--- config.mk ---
export PLATFORM = sky130hd
export DESIGN_NAME = mux16_rr_arbiter_flat
export DESIGN_NICKNAME = d
export VERILOG_FILES = /design/src/rtl/mux16_pkg.sv /design/src/rtl/mux16_rr_arbiter_if.sv /design/src/rtl/rr_pick16.sv /design/src/rtl/mux16_rr_arbiter.sv /design/src/flat_wrapper.sv
export SDC_FILE = /design/constraint.sdc
export NUM_CORES = 1
export LEC_CHECK = 0
export CAP_MARGIN = 20
export CORE_MARGIN = 2
export CORE_UTILIZATION = 45
export CTS_BUF_LIST = sky130_fd_sc_hd__clkbuf_2 sky130_fd_sc_hd__clkbuf_4 sky130_fd_sc_hd__clkbuf_8
export CTS_CLUSTER_SIZE = 30
export DETAILED_ROUTE_END_ITERATION = 8
export PLACE_DENSITY = 0.73
export SKIP_LAST_GASP = 1
export SLEW_MARGIN = 20
export SYNTH_ARGS = -nofsm -noshare
export SYNTH_HDL_FRONTEND = slang
export SYNTH_HIERARCHICAL = 1
export SYNTH_SLANG_ARGS = --single-unit
--- constraint.sdc ---
create_clock -name clk -period 9.3 [get_ports clk]
set_input_delay 1.86 -clock clk [delete_from_list [all_inputs] [get_ports clk]]
set_output_delay 1.86 -clock clk [all_outputs]
set_load 0.01 [all_outputs]
--- src/rtl/mux16_pkg.sv ---
// Shared constants and types for the mux16 control blocks.
// Latency: n/a (declarations only).
// Backpressure: n/a (declarations only).
package mux16_pkg;

  localparam int N_CH  = 16;
  localparam int SEL_W = 4;
  localparam int CNT_W = 8;

  typedef enum logic {
    IDLE  = 1'b0,
    GRANT = 1'b1
  } state_t;

  // Channel index to one-hot grant vector.
  function automatic logic [N_CH-1:0] onehot(input logic [SEL_W-1:0] idx);
    return N_CH'(1) << idx;
  endfunction

endpackage

--- src/rtl/mux16_rr_arbiter_if.sv ---
// Request/grant bundle between the mux16 requesters and the arbiter.
// Latency: n/a (wires only).
// Backpressure: requesters hold req until granted; done/req drop end a grant.
interface mux16_rr_arbiter_if;
  import mux16_pkg::*;

  logic [N_CH-1:0]  req;
  logic             done;
  logic [SEL_W-1:0] sel;
  logic [N_CH-1:0]  gnt;
  logic             gnt_valid;
  logic             timeout;

  // Requester side.
  modport master (
    output req, done,
    input  sel, gnt, gnt_valid, timeout
  );

  // Arbiter side.
  modport slave (
    input  req, done,
    output sel, gnt, gnt_valid, timeout
  );

endinterface

--- src/rtl/rr_pick16.sv ---
// Round-robin pick: first set req bit at or above ptr, scanning upward mod 16.
// Latency: purely combinational.
// Backpressure: none; found=0 when no request is set.
module rr_pick16
  import mux16_pkg::*;
(
  input  logic [N_CH-1:0]  req,
  input  logic [SEL_W-1:0] ptr,
  output logic             found,
  output logic [SEL_W-1:0] index
);

  logic [SEL_W-1:0] cand;

  // Walk offsets from the far end down so the nearest offset from ptr wins;
  // the 4-bit add wraps the scan past channel 15 back to channel 0.
  always_comb begin
    found = |req;
    index = '0;
    cand  = '0;
    for (int i = N_CH - 1; i >= 0; i--) begin
      cand = ptr + SEL_W'(i);
      if (req[cand]) begin
        index = cand;
      end
    end
  end

endmodule

--- src/rtl/mux16_rr_arbiter.sv ---
// Round-robin arbiter for a 16:1 mux; sel drives the mux16 select directly.
// Latency: grant registered one edge after req seen in IDLE; one idle cycle between grants.
// Backpressure: grant held until done, req[sel] drop, or HOLD_MAX cycles (then timeout pulse).
module mux16_rr_arbiter
  import mux16_pkg::*;
#(
  parameter int HOLD_MAX = 8
) (
  input logic              clk,
  input logic              rst,
  mux16_rr_arbiter_if.slave bus
);

  state_t           state, state_nxt;
  logic [SEL_W-1:0] ptr, ptr_nxt;
  logic [CNT_W-1:0] cnt, cnt_nxt;
  logic [SEL_W-1:0] sel, sel_nxt;
  logic [N_CH-1:0]  gnt, gnt_nxt;
  logic             gnt_valid, gnt_valid_nxt;
  logic             timeout, timeout_nxt;

  logic             pick_found;
  logic [SEL_W-1:0] pick_idx;
  logic             rel_owner;
  logic             rel_limit;

  rr_pick16 u_pick (
    .req   (bus.req),
    .ptr   (ptr),
    .found (pick_found),
    .index (pick_idx)
  );

  // Next-state and registered-output values; owner release (done or req drop)
  // outranks the hold limit, so timeout only fires on a pure limit release.
  always_comb begin
    state_nxt     = state;
    ptr_nxt       = ptr;
    cnt_nxt       = cnt;
    sel_nxt       = sel;
    gnt_nxt       = gnt;
    gnt_valid_nxt = gnt_valid;
    timeout_nxt   = 1'b0;
    rel_owner     = bus.done || !bus.req[sel];
    rel_limit     = (cnt == CNT_W'(HOLD_MAX - 1));
    case (state)
      IDLE: begin
        gnt_nxt       = '0;
        gnt_valid_nxt = 1'b0;
        if (pick_found) begin
          state_nxt     = GRANT;
          sel_nxt       = pick_idx;
          gnt_nxt       = onehot(pick_idx);
          gnt_valid_nxt = 1'b1;
          cnt_nxt       = '0;
        end
      end
      GRANT: begin
        if (rel_owner || rel_limit) begin
          state_nxt     = IDLE;
          ptr_nxt       = sel + SEL_W'(1);
          cnt_nxt       = '0;
          gnt_nxt       = '0;
          gnt_valid_nxt = 1'b0;
          timeout_nxt   = !rel_owner;
        end else begin
          cnt_nxt = cnt + CNT_W'(1);
        end
      end
      default: state_nxt = IDLE;
    endcase
  end

  // State and output registers; reset wins over any grant in progress.
  always_ff @(posedge clk) begin
    if (rst) begin
      state     <= IDLE;
      ptr       <= '0;
      cnt       <= '0;
      sel       <= '0;
      gnt       <= '0;
      gnt_valid <= 1'b0;
      timeout   <= 1'b0;
    end else begin
      state     <= state_nxt;
      ptr       <= ptr_nxt;
      cnt       <= cnt_nxt;
      sel       <= sel_nxt;
      gnt       <= gnt_nxt;
      gnt_valid <= gnt_valid_nxt;
      timeout   <= timeout_nxt;
    end
  end

  assign bus.sel       = sel;
  assign bus.gnt       = gnt;
  assign bus.gnt_valid = gnt_valid;
  assign bus.timeout   = timeout;

endmodule

--- src/flat_wrapper.sv ---
// flat-port wrapper written by rule: the top's interface ports become plain ports
module mux16_rr_arbiter_flat import mux16_pkg::*;
#(
  parameter int HOLD_MAX = 8
)
  (clk, rst, bus_req, bus_done, bus_sel, bus_gnt, bus_gnt_valid, bus_timeout);
  mux16_rr_arbiter_if bus_i ();
  input logic clk;
  input logic rst;
  input wire logic [$bits(bus_i.req)-1:0] bus_req;
  input wire logic [$bits(bus_i.done)-1:0] bus_done;
  output wire logic [$bits(bus_i.sel)-1:0] bus_sel;
  output wire logic [$bits(bus_i.gnt)-1:0] bus_gnt;
  output wire logic [$bits(bus_i.gnt_valid)-1:0] bus_gnt_valid;
  output wire logic [$bits(bus_i.timeout)-1:0] bus_timeout;
  assign bus_i.req = bus_req;
  assign bus_i.done = bus_done;
  assign bus_sel = bus_i.sel;
  assign bus_gnt = bus_i.gnt;
  assign bus_gnt_valid = bus_i.gnt_valid;
  assign bus_timeout = bus_i.timeout;
  mux16_rr_arbiter #(.HOLD_MAX(HOLD_MAX)) u_core (.clk(clk), .rst(rst), .bus(bus_i));
endmodule
* Word level (Yosys, flattened, before mapping) *
Cells that the tools add are included.

cells by class
  equal/unequal tests = 3
  shift-type cells = 1
  reduce and logical (&&, ||, !) cells = 8
  order comparisons = 17
  muxes and demuxes = 61
  $add $sub $neg = 17
  bitwise gates (word level) = 2

operator list
  operator                count
  $lt A4 B5 Y1 const B    17
  $bmux W1 S4             17
  $mux W4                 16
  $add A4 B4 Y4 const B   8
  $mux W16                2
  $pmux W16 S2            1
  $mux W1                 20
  $add A4 B3 Y4 const B   4
  $mux W8                 2
  $pmux W8 S2             1
  $reduce_or A16 Y1       1
  $shl A1 B4 Y16 const A  1
  $add A4 B1 Y4 const B   2
  $add A4 B2 Y4 const B   2
  $add A8 B1 Y8 const B   1
  $eq A8 B3 Y1 const B    1
  $pmux W1 S2             2
  $reduce_and A2 Y1       2
  $reduce_or A3 Y1        1
  $logic_not A1 Y1        2
  $logic_or A1 B1 Y1      2
  $ne A2 B1 Y1 const B    1
  $ne A2 B2 Y1 const B    1
  $not A1 Y1              2

word-level totals
  logic and storage cells = 116
  register bits = 35
  input port bits = 19

* Depth between registers and ports, before layout *
Gate-level depths: netlist of run 1.

  depth in word-level cells = 22
  gate-level depth with buffers = 18
  gate-level depth less buffers = 13

* Cells and area by module *
The synthesis of run 1 kept the hierarchy.

by module, submodules not included
  module            cells each  times used  area an instance (um^2)
  rr_pick16         256         1           2408.6
  mux16_rr_arbiter  176         1           1594.0

* Least setup slack after synthesis of run 1 *
No wires, ideal clock.

  kind = input-to-reg
  start = input port bus_req[6]
  end = register u_core.gnt[2] (netlist: u_core/bus.gnt[2])
  arrival = 4.313 ns
  cell stages on the path = 10
  path slack = 4.922 ns
  required time = 9.235 ns
  cells stage by stage = mux4_1 mux2_2 mux2_4 or2_1 a211oi_2 nand3_1 a211oi_1 nor2b_1 a32oi_1 nor2_1

on the way
  cells in the longest elaborated chain, start to end = 21
  elaborated cells on any way between the ends = 58
  classes of those cells = eq/ne: 1; shift: 1; mux: 52; reduce/logical: 4

RTL lines
  element                        line                    RTL
  start: declaration             flat_wrapper.sv:10      input wire logic [$bits(bus_i.req)-1:0] bus_req;
  $bmux W1 S4                    rr_pick16.sv:23         if (req[cand]) begin
  $mux W1 (implied by the code)  rr_pick16.sv:23
  $mux W4 (15 in a row)          rr_pick16.sv:23
  $mux W4 (*)                    rr_pick16.sv:23
  via u_core.pick_idx[1]         mux16_rr_arbiter.sv:23  logic [SEL_W-1:0] pick_idx;
  $shl A1 B4 Y16 (*)             mux16_pkg.sv:17         return N_CH'(1) << idx;
  $mux W16 (*)                   mux16_rr_arbiter.sv:50  if (pick_found) begin
  $pmux W16 S2 (*)               mux16_rr_arbiter.sv:46  case (state)
  end signal: assignment         mux16_rr_arbiter.sv:89  gnt <= gnt_nxt;
  end: declaration               mux16_rr_arbiter.sv:18  logic [N_CH-1:0] gnt, gnt_nxt;

Mark *: on every way through the listed nets, which the timed path passes. The rest lies on a longest branch. The select of a mux whose other input is x is not followed.
A chain may end at the register's enable or synchronous reset.

* Worst setup path after layout of run 1 *
  start = input port bus_req[6]
  end = register u_core.gnt[6] (netlist: u_core/bus.gnt[6])

The elaborated chain is that of the path after synthesis.

==> results of run 1 <==
-- cells in the final DEF, fill, tap and decap left out, types with 4 or more instances in the layout --
master / synthesis / layout
ha_1: 9 / 9
mux2i_1: 37 / 37
nor2b_1: 10 / 10
mux4_1: 5 / 5
o22ai_1: 6 / 6
mux2_2: 15 / 15
inv_1: 13 / 13
nor2_1: 46 / 46
a21oi_1: 24 / 24
and2_1: 4 / 4
dfxtp_1: 35 / 35
clkbuf_8: 0 / 5
clkdlybuf4s50_1: 0 / 39
a22oi_1: 4 / 4
nand2_1: 37 / 37
nand2b_1: 4 / 4
buf_4: 1 / 6
xnor2_1: 10 / 10
mux4_2: 29 / 29
nor3_1: 9 / 9
o211ai_1: 5 / 5
a211oi_2: 4 / 4
a32oi_1: 17 / 17
nand3_1: 10 / 10
o21ai_0: 9 / 9
nor4_1: 6 / 6
xor2_1: 6 / 6
-- cell families (layout without fill, tap and decap cells) --
logic type	Yosys count	count (layout)	share of synthesized area, %
xor+xnor	18	18	4.877
flops	35	35	17.51
buf+inv	40	69	5.877
fa+ha+maj	9	9	2.813
compound gates	99	99	18.16
mux	87	87	33.45
simple gates	144	144	17.32
-- sequential cells by signal, indices dropped and copies added (netlist names) --
register	cells
u_core/bus.timeout	1
u_core/bus.gnt	16
u_core/bus.sel	4
u_core/cnt	8
u_core/bus.gnt_valid	1
u_core/state	1
u_core/ptr	4
-- routing by layer --
layer  wire length (um)  global-route usage, %
met1               4688                  32.23
met2               5457                  38.25
met4                227                  4.953
met5                  0                      0
met3                849                  4.510
-- cell type report --
| cell class | count | area, sq um | share of cell area (%) |
|---|---|---|---|
| Timing Repair Buffer | 46 | 440.4 | 9.761 |
| Tap cell | 108 | 135.1 | 2.995 |
| Multi-Input combinational cell | 357 | 3067 | 67.97 |
| Inverter | 15 | 56.30 | 1.248 |
| Clock inverter | 3 | 43.79 | 0.9706 |
| Clock buffer | 5 | 68.82 | 1.525 |
| Sequential cell | 35 | 700.7 | 15.53 |
-- critical path, cell delays in order --
cell and delay (ns):
clkdlybuf4s50_1 0.62, mux4_1 0.63, mux2_2 0.35, mux2_4 0.33
or2_1 0.24, a211oi_2 0.24, nand3_1 0.12, a211oi_1 0.60
nor2b_1 0.43, a32oi_1 0.12, nor2_1 0.13
-- how the worst max path moves through the flow --
stage	start	to	slack, ns	cells past startpoint
6_report	bus_req[6]	u_core/bus.gnt[6]$_SDFFE_PP0P_	3.86	11
3_3_place_gp	bus_req[7]	u_core/bus.gnt[2]$_SDFFE_PP0P_	3.73	11
5_1_grt	bus_req[14]	u_core/bus.gnt[6]$_SDFFE_PP0P_	3.65	11
2_1_floorplan	bus_req[6]	u_core/bus.gnt[2]$_SDFFE_PP0P_	4.92	10
4_1_cts	bus_req[6]	u_core/bus.gnt[6]$_SDFFE_PP0P_	3.92	11
3_5_place_dp	bus_req[6]	u_core/bus.gnt[6]$_SDFFE_PP0P_	3.70	11
-- metrics by stage --
stage	total power, mW	util (%)	hold WS, ns	instance area [sq um]	instances
3_5_place_dp	1.391	50.75	0.4621	4404	561
6_report	1.561	51.99	0.4724	4512	569
4_1_cts	1.536	52.05	0.4791	4517	569
5_1_grt	1.668	51.99	0.4859	4512	569
3_3_place_gp	1.379	50.75	0.4574	4404	561
2_1_floorplan	1.143	-	0.4571	4003	432
-- cell usage after synthesis (5+ instances only) --
library cell and count:
a21oi_1 24, a32oi_1 17, buf_2 8, buf_6 8, clkbuf_1 6, dfxtp_1 35
ha_1 9, inv_1 13, mux2_2 15, mux2i_1 37, mux4_1 5, mux4_2 29
nand2_1 37, nand3_1 10, nor2_1 46, nor2b_1 10, nor3_1 9, nor4_1 6
o211ai_1 5, o21ai_0 9, o22ai_1 6, xnor2_1 10, xor2_1 6
-- report_power, final --
part | internal [mW] | total (mW) | leakage (nW) | switching (mW)
clock network | 0.0798 | 0.137 | 0.0581 | 0.0569
logic | 0.517 | 1.21 | 1.22 | 0.695
registers | 0.178 | 0.213 | 0.284 | 0.0355
==> impl_results.md, run 1 <==
- Clk sinks: 35
- Synth Net Count: 460
- Seq/Total Area, Yosys: 17.51%
- CTS tree: done
- Worst Path Arrival: roughly 5.7 ns
- Worst Hold Launch: u_core/bus.gnt_valid$_SDFFE_PP0P_
- Final setup fails: 0
- Total negative slack: 0 ns
- H-Tree Depth: 2
- Outcome: finished, final reports clean
- # diodes: 0
- Share of the synthesized area in the top cell type: between 15 and 20%
- Mean routed wirelength per cell: 19.72 um
- Skew final: 0.009331 ns
- Layout cells sized above 1: about 15%
- Die Height: slightly below 100 um
- CP endpoint kind: flop
- RePlAce Congestion: 0.9861
- Worst-margin pin slew: 0.9662 ns
- Setup Fix Bufs, Post-CTS: 0
- Worst skew pair latency: around 0.29 ns
- Register-to-Register Setup Slack: 4.21 ns
- Crit Reg-Reg Endpoint: u_core/bus.gnt[6]$_SDFFE_PP0P_
- RSZ-0062 raised after global routing: no
- Max cap viols: 0
- Post-synth EDFFs: 0
- Cells after Synth: 432
- Post-DR vias/cell: 6.652
- Ys async rst share: 0%
- Row cnt: 34
- Crit path time final: 5.442 ns
- Place WS: 3.703 ns
- Worst vdd ir: roughly 0.00016 V
- Ports: just over 40
- CP startpoint kind: input port
- FF-to-FF path depth: 14
- Worst path required time: 9.52 ns
- Flops & latches, synth: 35
- Final wirelength: 11220 um
- Hold depth: 1
- CP Max Fanout: 10
- Final hold viol count: 0
- Global Route Usage Sum: 23.34%
- Area grow syn2layout: 12.72%
- Max Freq: between 0.15 and 0.2 GHz
- Min setup slack post-route: 3.858 ns
- First-pass GRT wire length: about 19000 um
- DRC: 0
- Syn Std Cell Area: 0.004003 sq mm
- Initial Util: 46.12%
- DP HPWL: 8136 um
- Mean Syn Cell Area: 9.265 sq um
- PwrDens: around 350 mW/mm^2
- Top cell type by total area after synthesis: dfxtp_1
- Leakage: 1.567 nW
- DR pass1 iterations: 5
- DRT iter0 DRCs: 464
- Clock Path Buffers: 2
- Number of global-route vias before repair: between 3k and 4k
- Worst min path class: reg -> reg
- Reg clk slew, reported paths: around 0.070 ns
- Antenna violations before repair: 0
- FF-to-FF Start: u_core/ptr[0]$_SDFFE_PP0P_
- Final-layout fill cell count: 797
- Post-CTS Hold Fix Bufs: 0
- Core area: 0.008678 sq mm
- Chip Width: 98.31 um
- Period utilization: 58.51%
- YS warnings: 6
- Root Buffer: clkbuf_8
- Largest net degree at the start of global routing: 31
- Slew Viols, Final: 0
- Antenna-violating nets left: 0
- Full die area: between 0.009 and 0.01 sq mm
- Slew margin rel.: 33.74%
- Num CTS Buffers: 5
- Fin nets: 488
- Top_reg_cell synth: dfxtp_1
- Via count: 3785
- Hold Path Sink: u_core/bus.gnt_valid$_SDFFE_PP0P_
- Gr ovfl total: 0
- Post_cts resized: 0
- Area contributors post-synth: dfxtp_1, mux4_2, mux2i_1, nor2_1, mux2_2
- Distinct cell type count after synthesis: 65
- Critical path class: in -> reg
- PortBufs: 40
Power figures use the tool's default switching activity.
==> run 2: changes to the inputs <==
- PLACE_DENSITY: 0.73 -> 0.75
- clock period: 9.3 -> 5 ns (I/O delays scaled with it)
==> run 2 against run 1 <==
  * Utilization grew 0.62 points
  * Highest routed layer unchanged
  * Power grew 91%
  * Cell count grew 0.70%
  * Combinational power grew 87%
  * Largest cell class unchanged
==> impl_results.md, run 2 (synthesis gave the netlist of run 1 again) <==
- Design area: 0.004566 sq mm (+1.2%)
- Final setup fails: 0 (unchanged)
- Multi-input gate area: 0.003067 sq mm (unchanged)
- Top Metal Used: met4
- CP Max Fanout: 13 (+3)
- Metal-1 WL: 4474 um (-4.6%)
- Clk sinks: 35 (unchanged)
- H-Tree Depth: 2 (unchanged)
- Biggest regs: u_core/bus.gnt: 16 flops, u_core/cnt: 8 flops
- Ports: 41 (unchanged)
- Worst path cell trace: inv_2, ha_1, buf_4, mux2i_1, mux4_2, mux2i_1, mux2i_1, a21oi_1, a221o_1, a31oi_1, nand2_1, nor2_1, a32oi_1, nor2_1
- PwrDens: 652.0 mW/mm^2 (+88%)
- Setup Fix Bufs, Post-CTS: 0 (unchanged)
- Row cnt: 34 (unchanged)
- Via count: 3792 (+0.18%)
- Max cap viols: 0 (unchanged)
- Crit path time final: 4.323 ns
- Number of global-route vias before repair: 3698 (+5.0%)
- Max Freq: 0.2313 GHz
- Worst Path Arrival: 4.55 ns (-1.11 ns)
- Top reg by flops: u_core/bus.gnt
- Worst-margin pin slew: 0.7100 ns (-0.2562 ns)
- Worst path most repeated cell: mux2i_1
- Most frequent cells in the layout: nor2_1, clkdlybuf4s50_1, nand2_1, mux2i_1, dfxtp_1
- Commonest non-fill, non-tap cell in the layout: nor2_1
- Total negative slack: 0 ns (unchanged)
- Mean routed wirelength per cell: 19.52 um (-1.1%)
- Final hold viol count: 0 (unchanged)
- Slew margin rel.: 52.66% (+19 points)
- Slew Viols, Final: 0 (unchanged)
- Final Power: 2.977 mW (+91%)
- Period utilization: 86.45%
- Antenna-violating nets left: 0 (unchanged)
- Full die area: 0.009665 sq mm (unchanged)
- Largest net degree at the start of global routing: 31 (unchanged)
- Post_cts resized: 0 (unchanged)
- Initial Util: 46.12% (unchanged)
- RePlAce Congestion: 0.9461 (-4.1%)
- Post-place instance area: 0.004434 sq mm (+0.68%)
- # diodes: 0 (unchanged)
- Num CTS Buffers: 5 (unchanged)
- DP HPWL: 8104 um (-0.39%)
- Gr ovfl total: 0 (unchanged)
- Final-layout fill cell count: 806 (+1.1%)
- Slowest-stage cell, CP: ha_1
- DR pass1 iterations: 5 (unchanged)
- Area grow syn2layout: 14.07%
- Final Core Density: 52.61% (+0.62 points)
- Final wirelength: 11180 um (-0.36%)
- PortBufs: 40 (unchanged)
- Worst skew pair latency: 0.29 ns (about the same)
- Post-DR vias/cell: 6.618 (-0.51%)
- First-pass GRT wire length: 18260 um (-1.6%)
- Core area: 0.008678 sq mm (unchanged)
- Worst min path class: reg -> reg
- DRT iter0 DRCs: 329 (-29%)
- Register area: 700.7 sq um (unchanged)
- Fin nets: 492 (+0.82%)
- Worst vdd ir: 0.0003864 V (+150%)
- Worst path required time: 5.23 ns (-4.29 ns)
- Max reg flops: 16 (unchanged)
- Outcome: finished, final reports clean
- Antenna violations before repair: 0 (unchanged)
- Chip Width: 98.31 um (unchanged)
- Hold slack: 0.4719 ns (-0.0004970 ns)
- Met2 routed WL: 5552 um (+1.7%)
- CTS tree: done
- DRC: 0 (unchanged)
- Leakage: 1.597 nW (+1.9%)
- Layout cells sized above 1: 16.13% (+0.73 points)
- RSZ-0062 raised after global routing: no
- Global Route Usage Sum: 23.04% (-0.29 points)
- Critical path class: reg -> reg
- Clock Path Buffers: 2 (unchanged)
- Max incr delay on CP: 0.78 ns (+0.15 ns)
- Root Buffer: clkbuf_8
- CP startpoint kind: flop
- Reg clk slew, reported paths: 0.07 ns (about the same)
- CP endpoint kind: flop
- Metal3 WL: 877 um (+3.3%)
- Post-CTS Hold Fix Bufs: 0 (unchanged)
- Die Height: 98.31 um (unchanged)
- Skew final: 0.009770 ns (+0.0004388 ns)
==> run 2: changes by cell type in the layout (fill, tap and decap cells not counted) <==
cell | before | now
buf_4 | 6 | 10
clkinv_2 | 1 | 0
bufinv_16 | 1 | 2
clkinv_4 | 1 | 0
clkbuf_4 | 0 | 1
==> run 2: power breakdown <==
part           switching [mW]  internal [mW]
clock                   0.102          0.205
sequential             0.0758          0.331
combinational            1.27          0.989
==> run 2: worst paths after layout <==
| kind | from | endpoint | slack (ns) | cells past startpoint |
|---|---|---|---|---|
| hold reg to reg | u_core/bus.gnt_valid$_SDFFE_PP0P_ | u_core/bus.gnt_valid$_SDFFE_PP0P_ | 0.47 | 1 |
| setup reg to reg | u_core/ptr[0]$_SDFFE_PP0P_ | u_core/bus.gnt[4]$_SDFFE_PP0P_ | 0.68 | 14 |
| setup / recovery | u_core/ptr[0]$_SDFFE_PP0P_ | u_core/bus.gnt[4]$_SDFFE_PP0P_ | 0.68 | 14 |
| hold / removal | u_core/bus.gnt_valid$_SDFFE_PP0P_ | u_core/bus.gnt_valid$_SDFFE_PP0P_ | 0.47 | 1 |
==> run 2: cell type report <==
class | instances | share of cell area (%)
Inverter | 15 | 1.233
Clock buffer | 6 | 1.672
Timing Repair Buffer | 50 | 10.30
Tap cell | 108 | 2.960
Clock inverter | 2 | 1.315
Multi-Input combinational cell | 357 | 67.17
Sequential cell | 35 | 15.35
==> run 2: routing by layer <==
| layer | vias up | global-route usage [%] |
|---|---|---|
| met1 | 1824 | 28.85 |
| met5 | - | 0 |
| li1 | 1743 | - |
| met4 | 0 | 8.430 |
| met2 | 195 | 40.14 |
| met3 | 30 | 3.579 |
==> run 2: per-stage QoR <==
stage / setup WS [ns] / cells
after CTS: 0.7089 / 573
after detailed placement: 0.4340 / 565
after global routing: 0.4118 / 573
after floorplan: 0.8850 / 432
final: 0.6775 / 573
after global placement: 0.4742 / 565
==> run 2: critical path, delay by kind of cell (launching register included) <==
family | cells | cell delay, ns
flops | 1 | 0.34
simple gates | 3 | 0.55
fa+ha+maj | 1 | 0.78
mux | 4 | 1.36
compound gates | 4 | 0.81
buf+inv | 2 | 0.43
==> run 3: changes to the inputs <==
- CAP_MARGIN: 20 -> default
==> results of run 3 <==
The final DEF is identical to that of run 2; final timing and power are the same.
